File: config.mk
export PLATFORM = sky130hd
export DESIGN_NAME = bram_burst_reader
export DESIGN_NICKNAME = d
export VERILOG_FILES = /design/src/rtl/bram_burst_reader_pkg.sv /design/src/rtl/stream_skid_buf2.sv /design/src/rtl/bram_burst_reader.sv
export SDC_FILE = /design/constraint.sdc
export NUM_CORES = 1
export LEC_CHECK = 0
export ABC_CLOCK_PERIOD_IN_PS = 2800
export BUFFER_PORTS_ARGS = -buffer_cell sky130_fd_sc_hd__buf_2
export CAP_MARGIN = 20
export CORE_MARGIN = 2
export CORE_UTILIZATION = 53
export CTS_BUF_LIST = sky130_fd_sc_hd__clkbuf_8 sky130_fd_sc_hd__clkbuf_16
export DETAILED_ROUTE_END_ITERATION = 6
export GPL_ROUTABILITY_DRIVEN = 1
export PLACE_DENSITY = 0.88
export SYNTH_ARGS = -nofsm -noshare
export SYNTH_HDL_FRONTEND = slang
export SYNTH_HIERARCHICAL = 1
export SYNTH_SLANG_ARGS = --single-unit
File: constraint.sdc
create_clock -name clk -period 2.8 [get_ports clk]
set_input_delay 0.84 -clock clk [delete_from_list [all_inputs] [get_ports clk]]
set_output_delay 0.84 -clock clk [all_outputs]
set_load 0.03 [all_outputs]
File: src/rtl/bram_burst_reader_pkg.sv
// Shared types and constants for the BRAM burst reader.
// State encoding and output buffer sizing.
package bram_burst_reader_pkg;

    typedef enum logic [1:0] {
        ST_IDLE  = 2'd0,
        ST_RUN   = 2'd1,
        ST_DRAIN = 2'd2
    } state_t;

    localparam int RD_BUF_DEPTH = 2;
    localparam int RD_CNT_WIDTH = $clog2(RD_BUF_DEPTH + 1);

endpackage

File: src/rtl/stream_skid_buf2.sv
// Two-entry FIFO holding stream words while the consumer stalls.
// Push and pop may happen on the same edge.
module stream_skid_buf2
    import bram_burst_reader_pkg::*;
#(
    parameter int WIDTH = 33
) (
    input  logic                    clk,
    input  logic                    rst_n,
    input  logic                    push,
    input  logic [WIDTH-1:0]        push_data,
    input  logic                    pop,
    output logic [WIDTH-1:0]        head,
    output logic                    valid,
    output logic [RD_CNT_WIDTH-1:0] count
);

    logic [WIDTH-1:0] mem [RD_BUF_DEPTH];
    logic             rd_ptr;
    logic             wr_ptr;

    always_ff @(posedge clk or negedge rst_n) begin
        if (!rst_n) begin
            for (int i = 0; i < RD_BUF_DEPTH; i++) begin
                mem[i] <= '0;
            end
            rd_ptr <= 1'b0;
            wr_ptr <= 1'b0;
            count  <= '0;
        end else begin
            if (push) begin
                mem[wr_ptr] <= push_data;
                wr_ptr      <= ~wr_ptr;
            end
            if (pop) begin
                rd_ptr <= ~rd_ptr;
            end
            count <= count + RD_CNT_WIDTH'(push) - RD_CNT_WIDTH'(pop);
        end
    end

    assign head  = mem[rd_ptr];
    assign valid = (count != '0);

endmodule

File: src/rtl/bram_burst_reader.sv
// Streams a burst of words out of a block-RAM read port.
// Credit-based issue keeps the 2-entry buffer from overflowing.
module bram_burst_reader
    import bram_burst_reader_pkg::*;
#(
    parameter int DATA_WIDTH  = 32,
    parameter int ADDR_WIDTH  = 10,
    parameter int COUNT_WIDTH = 11
) (
    input  logic                   clk,
    input  logic                   rst_n,
    input  logic                   i_start,
    input  logic [ADDR_WIDTH-1:0]  i_base_addr,
    input  logic [COUNT_WIDTH-1:0] i_count,
    output logic                   o_busy,
    output logic                   o_done,
    output logic [ADDR_WIDTH-1:0]  o_ram_addr,
    input  logic [DATA_WIDTH-1:0]  i_ram_dout,
    output logic [DATA_WIDTH-1:0]  o_data,
    output logic                   o_valid,
    output logic                   o_last,
    input  logic                   i_ready
);

    state_t                  state;
    state_t                  state_nxt;
    logic [COUNT_WIDTH-1:0]  issue_left;
    logic [COUNT_WIDTH-1:0]  issue_left_nxt;
    logic [ADDR_WIDTH-1:0]   addr_nxt;
    logic                    pend;
    logic                    pend_nxt;
    logic                    pend_last;
    logic                    pend_last_nxt;
    logic                    busy_nxt;
    logic                    done_nxt;

    logic [DATA_WIDTH:0]     buf_head;
    logic                    buf_valid;
    logic [RD_CNT_WIDTH-1:0] buf_cnt;
    logic                    pop;
    logic                    buf_last;
    logic [2:0]              credit;

    stream_skid_buf2 #(
        .WIDTH (DATA_WIDTH + 1)
    ) u_buf (
        .clk       (clk),
        .rst_n     (rst_n),
        .push      (pend),
        .push_data ({pend_last, i_ram_dout}),
        .pop       (pop),
        .head      (buf_head),
        .valid     (buf_valid),
        .count     (buf_cnt)
    );

    assign pop      = buf_valid & i_ready;
    assign buf_last = buf_head[DATA_WIDTH];
    assign o_valid  = buf_valid;
    assign o_data   = buf_valid ? buf_head[DATA_WIDTH-1:0] : '0;
    assign o_last   = buf_valid & buf_last;

    // Occupancy the buffer will have after this edge, before any new issue.
    assign credit = 3'(buf_cnt) + 3'(pend) - 3'(pop);

    always_comb begin
        state_nxt      = state;
        issue_left_nxt = issue_left;
        addr_nxt       = o_ram_addr;
        pend_nxt       = 1'b0;
        pend_last_nxt  = 1'b0;
        busy_nxt       = o_busy;
        done_nxt       = 1'b0;
        unique case (state)
            ST_IDLE: begin
                if (i_start) begin
                    if (i_count != '0) begin
                        state_nxt      = ST_RUN;
                        issue_left_nxt = i_count;
                        addr_nxt       = i_base_addr;
                        busy_nxt       = 1'b1;
                    end else begin
                        done_nxt = 1'b1;
                    end
                end
            end
            ST_RUN: begin
                if (credit < 3'(RD_BUF_DEPTH)) begin
                    addr_nxt       = o_ram_addr + ADDR_WIDTH'(1);
                    issue_left_nxt = issue_left - COUNT_WIDTH'(1);
                    pend_nxt       = 1'b1;
                    if (issue_left == COUNT_WIDTH'(1)) begin
                        pend_last_nxt = 1'b1;
                        state_nxt     = ST_DRAIN;
                    end
                end
            end
            ST_DRAIN: begin
                if (pop && buf_last) begin
                    state_nxt = ST_IDLE;
                    busy_nxt  = 1'b0;
                    done_nxt  = 1'b1;
                end
            end
            default: begin
                state_nxt = ST_IDLE;
                busy_nxt  = 1'b0;
            end
        endcase
    end

    always_ff @(posedge clk or negedge rst_n) begin
        if (!rst_n) begin
            state      <= ST_IDLE;
            issue_left <= '0;
            o_ram_addr <= '0;
            pend       <= 1'b0;
            pend_last  <= 1'b0;
            o_busy     <= 1'b0;
            o_done     <= 1'b0;
        end else begin
            state      <= state_nxt;
            issue_left <= issue_left_nxt;
            o_ram_addr <= addr_nxt;
            pend       <= pend_nxt;
            pend_last  <= pend_last_nxt;
            o_busy     <= busy_nxt;
            o_done     <= done_nxt;
        end
    end

endmodule
* Yosys cells after proc, flatten, opt, wreduce, memory -nomap -nowiden
Index checks and enable logic that the tools add are counted.
** Word-level totals
- Bits in registers :: 97
- Bits in latches :: 0
- RAM bits :: 0
- Bits in read-only memories :: 0
- Bits of input ports :: 57
- Memories kept :: 0
** Operators by class
- Add/sub/neg operators :: 6
- Multiply operators :: 0
- Divide/modulo/power cells :: 0
- Magnitude comparators :: 4
- Equal/unequal tests :: 8
- Shift operators :: 0
- Mux-type cells :: 34
- Bitwise gates (word level) :: 7
- Reduce and logical (&&, ||, !) cells :: 9
** Operators with widths (count)
- two-way mux 33 bit :: 4
- bitwise mux 66 bit :: 1
- demux 33 bit (select 1 bit) :: 1
- two-way mux 11 bit :: 3
- two-way mux 32 bit :: 1
- two-way mux 10 bit :: 3
- case mux 11 bit (2 select lines) :: 1
- case mux 10 bit (2 select lines) :: 1
- equality test 11 x 1 -> 1 bit (second input constant) :: 1
- two-way mux 1 bit :: 11
- nonzero test 11 bit :: 1
- subtractor 11 x 1 -> 11 bit (second input constant) :: 1
- adder 10 x 1 -> 10 bit (second input constant) :: 1
- two-way mux 2 bit :: 5
- inequality test 2 bit (second input constant) :: 5
- AND reduction 4 bit :: 2
- case mux 2 bit (3 select lines) :: 1
- AND reduction 5 bit :: 1
- >= comparator 2 bit (second input constant) :: 2
- NOT 1 -> 2 bit :: 2
- nonzero test 2 bit :: 2
- adder 2 x 1 -> 3 bit :: 1
- less-than comparator 3 x 2 -> 1 bit (second input constant) :: 1
- NOT 1 bit :: 3
- 11 further kinds :: 13

* Longest topological paths before layout
- Word-level depth :: 7
- Gate-level depth with buffers :: 10
- Mapped depth without buffers :: 9

* By module
The synthesis kept the hierarchy.
** Modules (own cells, without submodules)
- stream_skid_buf2 :: instances 1, cells an instance 191, area an instance 3193.1 um2, seq. area each 1751.7 um2
- bram_burst_reader :: instances 1, cells an instance 239, area an instance 2079.5 um2, seq. area each 675.6 um2

* Worst setup path before layout
OpenSTA, ideal clock, no wires.
- Kind :: flip-flop to flip-flop
- Start :: reg u_buf.count[1]
- End :: reg o_ram_addr[9]
- Library setup time :: 0.141 ns
- Arrival time :: 2.572 ns
- Data required time :: 2.659 ns
- Path slack :: 0.086 ns
- Cell stages (with the launch flop) :: 10
- Buffers on the path :: 0
- Period minus slack after synthesis :: 2.714 ns
- Cells stage by stage :: dfrtp_1 -> or2_2 -> nand2_1 -> xnor2_1 -> nand2_1 -> fa_1 -> xnor2_2 -> nand3_1 -> o41ai_1 -> a221oi_2
** Between the ends
- Longest elaborated chain between the ends :: 6
** RTL lines
- start: declaration :: line stream_skid_buf2.sv:15 : output logic [RD_CNT_WIDTH-1:0] count
- start signal: assignment :: line stream_skid_buf2.sv:38 : count <= count + RD_CNT_WIDTH'(push) - RD_CNT_WIDTH'(pop);
- nonzero test 2 bit :: line stream_skid_buf2.sv:43 : assign valid = (count != '0);
- net o_valid :: line bram_burst_reader.sv:20 : output logic o_valid,
- bitwise AND 1 bit :: line bram_burst_reader.sv:57 : assign pop = buf_valid & i_ready;
- subtractor 3 x 1 -> 3 bit :: line bram_burst_reader.sv:64 : assign credit = 3'(buf_cnt) + 3'(pend) - 3'(pop);
- less-than comparator 3 x 2 -> 1 bit :: line bram_burst_reader.sv:88 : if (credit < 3'(RD_BUF_DEPTH)) begin
- inequality test 2 bit (no line)
- AND reduction 4 bit (no line)
- end signal: assignment :: line bram_burst_reader.sv:124 : o_ram_addr <= addr_nxt;
- end: declaration :: line bram_burst_reader.sv:17 : output logic [ADDR_WIDTH-1:0] o_ram_addr,
The timed path passes the listed nets, and every way through them passes these cells.
A chain may end at the register's enable or synchronous reset.

* Worst setup path in the final report
- Start :: reg u_buf.count[0]
- End :: reg o_ram_addr[9]
** Between the ends
- Longest elaborated chain between the ends :: 6
** RTL lines (line)
- parallel branches: the longest is 2 deep, another holds adder 2 x 1 -> 3 bit
- subtractor 3 x 1 -> 3 bit (*) :: bram_burst_reader.sv:64
- less-than comparator 3 x 2 -> 1 bit (*) :: bram_burst_reader.sv:88
- inequality test 2 bit (no line) (*)
- AND reduction 4 bit (no line) (*)
Every way passes the cells marked *.

==> flow_metrics.env <==
export IMPL_yosys_warnings=6
export IMPL_num_rows=36
export IMPL_htreeDepth=3
export IMPL_wire_per_inst_um=18.29
export IMPL_start_util=0.5419
export IMPL_worst_pin_slew_ps=877.7
export IMPL_min_period_over_period=0.9420
export IMPL_viasPerCell=5.789
export IMPL_antenna_left=0
export IMPL_drt_iter0_drc=224
export IMPL_cts_sinks=97
export IMPL_max_vdd_ir_drop_mv=1.030
export IMPL_cts_buffers=9
export IMPL_via_count=3890
export IMPL_synth_net_count=493
export IMPL_antennaDiodeCount=0
export IMPL_firstDrtPassIters=5
export IMPL_root_buffer="clkbuf_8"
export IMPL_cp_top_family="simple AND/OR/NAND/NOR gates"
export IMPL_dr_wl_met3_um=889
export IMPL_layout_common_cells="buf_2 (101), dfrtp_1 (97), mux2_2 (69), and2_1 (36), mux2_4 (30)"
export IMPL_clockBufferDepth=2
export IMPL_leakage_nw=2.812
export IMPL_clk_pin_slew_ps=100
export IMPL_crit_arrival_ps=2910
export IMPL_synthCells=430
export IMPL_cpMostUsedCell="nand2_1"
export IMPL_relSlewSlack=0.4128
export IMPL_power_density_nw_per_um2=1380
export IMPL_gr_usage_all_layers=0.2333
export IMPL_synth_edff_count=0
export IMPL_cts_hold_buffers=0
export IMPL_pre_cts_ws_ps=-76.45
export IMPL_hold_class="in2async"
export IMPL_area_growth_pct=15.64
export IMPL_fillCellCount=741
export IMPL_design_die_area_um2=10760
export IMPL_mostFrequentLayoutCell="buf_2"
export IMPL_max_cap_viol_count=0
export IMPL_place_hpwl_um=8569
export IMPL_clk_latency_ps=370
export IMPL_routed_wirelength_um=12290
export IMPL_antenna_found_initial=0
export IMPL_cts_setup_buffers=0
export IMPL_final_hold_violation_count=0
export IMPL_synth_cell_area_um2=5273
export IMPL_fmax_mhz=379.1
export IMPL_grt_overflow=0
export IMPL_critPathMaxFanout=7
export IMPL_io_buffers=102
export IMPL_whs_ps=413.6
export IMPL_wl_met1_um=5299
export IMPL_instances_no_fill=672
export IMPL_cp_end_kind="register"
export IMPL_crit_slowest_cell="fa_1"
export IMPL_ctsResizeCount=0
export IMPL_fin_crit_ps=2638
export IMPL_core_um2=9729
export IMPL_io_pins=103
export IMPL_synth_flop_cell="dfrtp_1"
export IMPL_dieHeight_um=103.7
export IMPL_yosysSeqAreaShare=0.4604
export IMPL_ys_seq_elements=97
export IMPL_drt_drc_violations_left=0
export IMPL_required_ps=3070
export IMPL_crit_buf_inv=0
export IMPL_cts_tree="built"
export IMPL_synthArstFlopShare=1.000
export IMPL_cp_slowest_stage_delay_ps=430
export IMPL_place_inst=656
export IMPL_outcome="complete, no violations"
export IMPL_dr_max_layer_used="met4"
export IMPL_grt_pass1_wl_um=20440
export IMPL_final_setup_viol_count=0
export IMPL_skew_ps=12.37
export IMPL_die_width_um=103.7
export IMPL_grt_max_degree=35
export IMPL_gp_congestion=0.8889
export IMPL_grt_pass1_vias=4071
export IMPL_final_nets=597
export IMPL_crit_type="reg2reg"
export IMPL_yosysUniqueCellTypes=62
export IMPL_drive_above_1_share=0.4750
export IMPL_path_cells="or2_2, nand2_1, xnor2_1, nand2_1, fa_1, xnor2_2, a31o_2, nand2_1, a221oi_2"
export IMPL_syn_area_per_cell_um2=12.26
export IMPL_dr_wl_met2_um=5932
export IMPL_setup_ws_ps=162.3
export IMPL_cp_start_kind="register"
export IMPL_slew_viol_final=0
export IMPL_rsz0062_at_grt="false"
## metal layers
metal  track usage  up-vias
met4       0.06564        0
li1              -     1782
met2        0.3893      181
met3       0.05349       19
met5             0        -
met1        0.3072     1908
## worst reg2reg max path, cell delays in order (launching register included)
cell and delay (ps):
dfrtp_1 420, or2_2 290, nand2_1 130, xnor2_1 140, nand2_1 90, fa_1 430
xnor2_2 280, a31o_2 230, nand2_1 190, a221oi_2 350
## Yosys cell counts, types with 6 or more instances
| library cell | count | area share |
|---|---|---|
| a21oi_1 | 14 | 0.013 |
| buf_2 | 9 | 0.0085 |
| inv_1 | 12 | 0.0085 |
| nor3_1 | 8 | 0.0076 |
| and2_1 | 36 | 0.043 |
| a31oi_1 | 12 | 0.014 |
| mux2_2 | 69 | 0.15 |
| nand2_1 | 16 | 0.011 |
| nor2_1 | 12 | 0.0085 |
| dfrtp_1 | 97 | 0.46 |
| o21ai_0 | 8 | 0.0076 |
| nand4_1 | 6 | 0.0071 |
| mux2_4 | 30 | 0.085 |
## per-stage QoR
step | TNS [ps] | power, mW | area [um^2] | utilization
floorplan | 0 | 6.222 | 5273 | -
global placement | -10.48 | 7.294 | 5912 | 0.6076
detailed placement | -167.4 | 7.515 | 5912 | 0.6076
CTS | 0 | 8.425 | 6097 | 0.6267
global route | 0 | 8.914 | 6097 | 0.6267
finish | 0 | 8.412 | 6097 | 0.6267
## cells by family (layout without fill, tap and decap cells)
| family | Yosys count | after routing | share of synthesized area |
|---|---|---|---|
| and+or+nand+nor | 106 | 106 | 0.1222 |
| muxes | 99 | 99 | 0.2328 |
| DFF | 97 | 97 | 0.4604 |
| AOI/OAI and AO/OA | 77 | 77 | 0.1075 |
| buffers and inverters | 38 | 147 | 0.04841 |
| xor gates and xnor gates | 7 | 7 | 0.01305 |
| adders and majority gates | 6 | 6 | 0.01566 |
## path summary, 6_finish.rpt
kind,slack [ps],cells past startpoint,to,start
worst max-delay path,160,9,o_ram_addr[9],u_buf/count[0]
worst min-delay path,410,1,u_buf/mem[10],rst_n
worst max register to register,160,9,o_ram_addr[9],u_buf/count[0]
worst min register to register,510,1,u_buf/mem[19],u_buf/mem[19]
max in group asynchronous,1800,2,u_buf/mem[18],rst_n
min in group clk,510,1,u_buf/mem[19],u_buf/mem[19]
## report_power, final
group	internal (mW)	switching (mW)
Sequential	2.07	0.491
Clock	0.341	0.540
Combinational	2.23	2.73
## registers in the layout, summed over array words and instances (netlist names)
signal,cells
issue_left,11
o_busy,1
o_done,1
o_ram_addr,10
pend,1
pend_last,1
state,2
u_buf/count,2
u_buf/mem,66
u_buf/rd_ptr,1
u_buf/wr_ptr,1
## area by class of cell
class	instances	area [um^2]	share of cell area
Sequential cell	97	2427	0.3981
Timing Repair Buffer	119	678.2	0.1112
Clock buffer	9	123.9	0.02032
Multi-Input combinational cell	295	2595	0.4256
Inverter	12	45.04	0.007388
Tap cell	133	166.4	0.02729
Clock inverter	7	61.31	0.01006
(Power assumes the default switching activity.)
